--- config.mk ---
export PLATFORM = sky130hd
export DESIGN_NAME = scale_v_seq_flat
export DESIGN_NICKNAME = d
export VERILOG_FILES = /design/src/rtl/scale_v_seq_if.sv /design/src/rtl/scale_v_seq.sv /design/src/flat_wrapper.sv
export SDC_FILE = /design/constraint.sdc
export NUM_CORES = 2
export LEC_CHECK = 0
export BUFFER_PORTS_ARGS = -buffer_cell sky130_fd_sc_hd__buf_2
export CORE_MARGIN = 2
export CORE_UTILIZATION = 65
export CTS_CLUSTER_SIZE = 16
export DETAILED_ROUTE_END_ITERATION = 10
export HOLD_SLACK_MARGIN = 0.1
export PLACE_DENSITY = 0.91
export SLEW_MARGIN = 20
export SYNTH_ARGS = -nofsm -noshare
export SYNTH_HDL_FRONTEND = slang
export SYNTH_SLANG_ARGS = --single-unit
--- constraint.sdc ---
create_clock -name clk -period 17.51 [get_ports clk]
set_input_delay 3.502 -clock clk [delete_from_list [all_inputs] [get_ports clk]]
set_output_delay 3.502 -clock clk [all_outputs]
set_load 0.01 [all_outputs]
--- src/rtl/scale_v_seq_if.sv ---
// Operand/result handshake bundle for the scale_v_seq vector scaler.
interface scale_v_seq_if;
  logic        in_valid;
  logic        in_ready;
  logic [31:0] s;
  logic [31:0] ax;
  logic [31:0] ay;
  logic [31:0] az;
  logic        out_valid;
  logic        out_ready;
  logic [31:0] cx;
  logic [31:0] cy;
  logic [31:0] cz;
  logic        ovf;

  // Producer/consumer side (drives operands, accepts results)
  modport master (
    output in_valid, s, ax, ay, az, out_ready,
    input  in_ready, out_valid, cx, cy, cz, ovf
  );

  // Scaler side
  modport slave (
    input  in_valid, s, ax, ay, az, out_ready,
    output in_ready, out_valid, cx, cy, cz, ovf
  );
endinterface

--- src/rtl/scale_v_seq.sv ---
// Fixed-point scalar-times-vector unit: one shared 32x32 signed multiplier
// stepped over x, y, z, with per-component saturation and a sticky overflow flag.
module scale_v_seq #(
  parameter int unsigned FRAC = 16
) (
  input  logic         clk,
  input  logic         rst,
  scale_v_seq_if.slave bus
);

  typedef enum logic [2:0] {
    IDLE = 3'd0,
    MX   = 3'd1,
    MY   = 3'd2,
    MZ   = 3'd3,
    DONE = 3'd4
  } state_e;

  state_e             state_q;
  logic signed [31:0] s_q;
  logic signed [31:0] ax_q;
  logic signed [31:0] ay_q;
  logic signed [31:0] az_q;
  logic [31:0]        cx_q;
  logic [31:0]        cy_q;
  logic [31:0]        cz_q;
  logic               ovf_q;
  logic               in_ready_q;
  logic               out_valid_q;

  logic signed [31:0] a_sel_d;
  logic signed [63:0] prod_d;
  logic signed [63:0] shifted_d;
  logic               sat_d;
  logic [31:0]        res_d;

  // Shared multiplier: pick the component for the current step, scale and saturate
  always_comb begin
    a_sel_d = az_q;
    if (state_q == MX) a_sel_d = ax_q;
    else if (state_q == MY) a_sel_d = ay_q;
    prod_d    = $signed({{32{s_q[31]}}, s_q}) * $signed({{32{a_sel_d[31]}}, a_sel_d});
    shifted_d = prod_d >>> FRAC;
    // Result fits only if everything above bit 31 of the shifted product is sign extension
    sat_d     = !((shifted_d[63:31] == '0) || (shifted_d[63:31] == '1));
    res_d     = shifted_d[31:0];
    if (sat_d) res_d = prod_d[63] ? 32'h8000_0000 : 32'h7FFF_FFFF;
  end

  // Control FSM with registered handshake and result outputs
  always_ff @(posedge clk or posedge rst) begin
    if (rst) begin
      state_q     <= IDLE;
      s_q         <= '0;
      ax_q        <= '0;
      ay_q        <= '0;
      az_q        <= '0;
      cx_q        <= '0;
      cy_q        <= '0;
      cz_q        <= '0;
      ovf_q       <= 1'b0;
      in_ready_q  <= 1'b1;
      out_valid_q <= 1'b0;
    end else begin
      case (state_q)
        IDLE: begin
          if (bus.in_valid) begin
            s_q        <= bus.s;
            ax_q       <= bus.ax;
            ay_q       <= bus.ay;
            az_q       <= bus.az;
            ovf_q      <= 1'b0;
            in_ready_q <= 1'b0;
            state_q    <= MX;
          end
        end
        MX: begin
          cx_q    <= res_d;
          ovf_q   <= ovf_q | sat_d;
          state_q <= MY;
        end
        MY: begin
          cy_q    <= res_d;
          ovf_q   <= ovf_q | sat_d;
          state_q <= MZ;
        end
        MZ: begin
          cz_q        <= res_d;
          ovf_q       <= ovf_q | sat_d;
          out_valid_q <= 1'b1;
          state_q     <= DONE;
        end
        DONE: begin
          if (bus.out_ready) begin
            out_valid_q <= 1'b0;
            in_ready_q  <= 1'b1;
            state_q     <= IDLE;
          end
        end
        default: begin
          out_valid_q <= 1'b0;
          in_ready_q  <= 1'b1;
          state_q     <= IDLE;
        end
      endcase
    end
  end

  assign bus.in_ready  = in_ready_q;
  assign bus.out_valid = out_valid_q;
  assign bus.cx        = cx_q;
  assign bus.cy        = cy_q;
  assign bus.cz        = cz_q;
  assign bus.ovf       = ovf_q;

endmodule

--- src/flat_wrapper.sv ---
// flat-port wrapper written by rule: the top's interface ports become plain ports
module scale_v_seq_flat 
#(
  parameter int unsigned FRAC = 16
)
  (clk, rst, bus_in_valid, bus_s, bus_ax, bus_ay, bus_az, bus_out_ready, bus_in_ready, bus_out_valid, bus_cx, bus_cy, bus_cz, bus_ovf);
  scale_v_seq_if bus_i ();
  input  logic clk;
  input  logic rst;
  input wire logic [$bits(bus_i.in_valid)-1:0] bus_in_valid;
  input wire logic [$bits(bus_i.s)-1:0] bus_s;
  input wire logic [$bits(bus_i.ax)-1:0] bus_ax;
  input wire logic [$bits(bus_i.ay)-1:0] bus_ay;
  input wire logic [$bits(bus_i.az)-1:0] bus_az;
  input wire logic [$bits(bus_i.out_ready)-1:0] bus_out_ready;
  output wire logic [$bits(bus_i.in_ready)-1:0] bus_in_ready;
  output wire logic [$bits(bus_i.out_valid)-1:0] bus_out_valid;
  output wire logic [$bits(bus_i.cx)-1:0] bus_cx;
  output wire logic [$bits(bus_i.cy)-1:0] bus_cy;
  output wire logic [$bits(bus_i.cz)-1:0] bus_cz;
  output wire logic [$bits(bus_i.ovf)-1:0] bus_ovf;
  assign bus_i.in_valid = bus_in_valid;
  assign bus_i.s = bus_s;
  assign bus_i.ax = bus_ax;
  assign bus_i.ay = bus_ay;
  assign bus_i.az = bus_az;
  assign bus_i.out_ready = bus_out_ready;
  assign bus_in_ready = bus_i.in_ready;
  assign bus_out_valid = bus_i.out_valid;
  assign bus_cx = bus_i.cx;
  assign bus_cy = bus_i.cy;
  assign bus_cz = bus_i.cz;
  assign bus_ovf = bus_i.ovf;
  scale_v_seq #(.FRAC(FRAC)) u_core (.clk(clk), .rst(rst), .bus(bus_i));
endmodule
==> metrics <==
status finished clean; CP max stage delay 940 ps; Tcrit/Tclk final between 70 and 80%; Crit path top cell by count fa_1; Slew HR 25.8%; core area 0.0703 sq mm; Critical Path End Type register; maximum clock frequency 77.4 MHz; yosys warns 0; Pre-antenna DRT Iters 6; commonest non-fill, non-tap cell in the layout fa_1; Clock Tree Buf Depth 3; Synth Instances approximately 4700; Synth cell types 83; largest net degree at the start of global routing 91; Post-CTS Hold Buffers 0; gr usage total 36.1%; vias 34800; CTS buffer count 28; CP startpoint kind register; final worst clock skew 17.3 ps; DRC Markers 0; H-tree depth 1; Worst Tran Pin Value 1110 ps; first-pass GRT wire length 206 mm; clk_lat worst skew 620 ps; commonest non-fill, non-tap cells in the layout fa_1, inv_1, nand2_1; row count slightly below 100; final number of setup-violating endpoints 0; fin nets a little over 6000; Setup TNS 0 ps; register area share after synthesis 12.4%; main flop type after synthesis dfrtp_1; I/O pin count ~230; Synth Area per Inst 9.83 sq um; Worst Path Class, Setup register to register; CP arrival 13470 ps; CTS root buf clkbuf_16; die area 0.0734 sq mm; Reg clk slew, reported paths around 60 ps; utilization after layout 70.2%; postcts setup bufs 0; Required @ worst endpoint between 15000 and 20000 ps; overall routed net length approximately 130 mm; Reg2Reg Capture Point u_core.bus.cy[22]; initial antenna violation count 2; Fillers 4679; #FFs+latches synth 230; syn_nets 6104; Die Span X 271 um; Starting Density 65.9%; Post-synth EDFFs 0; RR Startpoint u_core.state_q[2]; Worst R2R Path Depth 30; die extent in y 271 um; Routed Antenna Nets 0; Hold Path Class register to register; Critical path origin u_core.state_q[2]; ys async rst share 100%; # resized after CTS 0; WL/cell 22.2 um; HPWL reported at the end of detailed placement approximately 100 mm; CP max FO between 60 and 70; routability cong. 1.02; internal reg-to-reg setup slack 4590 ps; CP max stage cell fa_1; Layout area overhead 6.47%; GRT overflow 0; Post-Syn Area 0.0463 sq mm; Slew Viols, Final 0; via/cell ratio 6.07; Buffers on Ports 230; final hold violations 0; Final min period 12920 ps; RSZ-0062 raised after global routing false; fraction of layout cells with a size suffix above 1 11.8%; 1st-iter DRT viols 3301; vias in the first global route 38900; Num Clock Sinks 230; CP endpoint u_core.bus.cy[22]; CTS tree built; Max-cap violations 0
[cell usage after synthesis, types with 6 or more instances]
master | instances | share of area, %
fa_1 | 1081 | 47
xor2_1 | 24 | 0.45
o221a_1 | 40 | 0.97
a21oi_1 | 89 | 0.96
o221a_2 | 17 | 0.41
dfrtp_1 | 229 | 12
nor3_1 | 27 | 0.29
nand2b_1 | 7 | 0.095
o31a_1 | 6 | 0.11
nand4_1 | 31 | 0.42
o21a_1 | 12 | 0.19
o21ai_1 | 6 | 0.065
inv_1 | 931 | 7.5
nor2_1 | 103 | 0.83
buf_2 | 18 | 0.19
xnor2_1 | 35 | 0.66
and2_1 | 505 | 6.8
nand2_1 | 644 | 5.2
and3_1 | 12 | 0.16
ha_1 | 180 | 4.9
clkbuf_1 | 240 | 1.9
a21o_1 | 17 | 0.28
o21ai_0 | 60 | 0.65
nand3_1 | 17 | 0.18
o2bb2ai_1 | 6 | 0.11
mux2_2 | 127 | 3.1
a31oi_1 | 41 | 0.55
mux2i_1 | 38 | 0.82
a21boi_0 | 33 | 0.53
o21bai_1 | 7 | 0.11
or2_2 | 14 | 0.19
buf_6 | 7 | 0.17
[worst max-delay path, delay by kind of cell (launching register included)]
kind,cells,cell delay (ps)
XOR/XNOR,1,430
AND/OR/NAND/NOR,4,880
adder cells (fa/ha/maj),9,5270
AO/OA/AOI/OAI,10,3480
flip-flops,1,570
buffers and inverters,6,2070
[final cells by class]
cell class | count | area [sq um] | share of cell area (%)
Sequential cell | 230 | 5760 | 11.7
Clock inverter | 12 | 148 | 0.299
Antenna cell | 1 | 2.50 | 0.00508
Tap cell | 940 | 1180 | 2.39
Timing Repair Buffer | 303 | 1700 | 3.45
Inverter | 931 | 3500 | 7.10
Multi-Input combinational cell | 3277 | 36200 | 73.4
Clock buffer | 36 | 811 | 1.64
[routing by layer]
layer / vias up / share of wire (%) / global-route usage [%]
met5: - / 0 / 0
met2: 2159 / 48 / 58.1
met4: 0 / 6.1 / 18.6
met1: 17800 / 35 / 44.9
li1: 14300 / - / -
met3: 578 / 11 / 9.82
[stage by stage]
stage | cell area [sq um] | hold slack [ps] | worst slack (ps) | instances
after floorplan | 46300 | 472 | 7130 | 4711
after global placement | 48300 | 462 | 5260 | 5681
after detailed placement | 48300 | 466 | 4840 | 5681
after CTS | 49300 | 482 | 4700 | 5729
after global routing | 49300 | 524 | 3960 | 5730
final | 49300 | 478 | 4590 | 5730
[worst min path at each step]
stage,slack (ps),end,depth (start not counted),start
6_report,480,u_core.bus.cz[31],2,u_core.bus.cz[31]
4_1_cts,480,u_core.bus.cz[31],2,u_core.bus.cz[31]
3_5_place_dp,470,u_core.bus.cz[31],2,u_core.bus.cz[31]
5_1_grt,520,u_core.az_q[27],1,u_core.az_q[27]
2_1_floorplan,470,u_core.ay_q[0],1,u_core.ay_q[0]
3_3_place_gp,460,u_core.bus.cz[31],2,u_core.bus.cz[31]
[sequential cells by signal, summed over array words and instances, names as in the netlist, 3 cells and up]
signal	flops
u_core.bus.cx	32
u_core.ay_q	32
u_core.bus.cz	32
u_core.state_q	3
u_core.ax_q	32
u_core.s_q	32
u_core.bus.cy	32
u_core.az_q	32
[kinds of logic after synthesis]
logic type / share of synthesized area, %
adders and majority gates: 51.6
xor gates and xnor gates: 1.12
AOI/OAI and AO/OA: 6.01
muxes: 3.91
buffers and inverters: 9.95
and+or+nand+nor: 15.0
DFF: 12.4
Power is left out: the tool's default activity adds up to more than one toggle a clock period on the data nets, which glitch-free logic cannot reach.
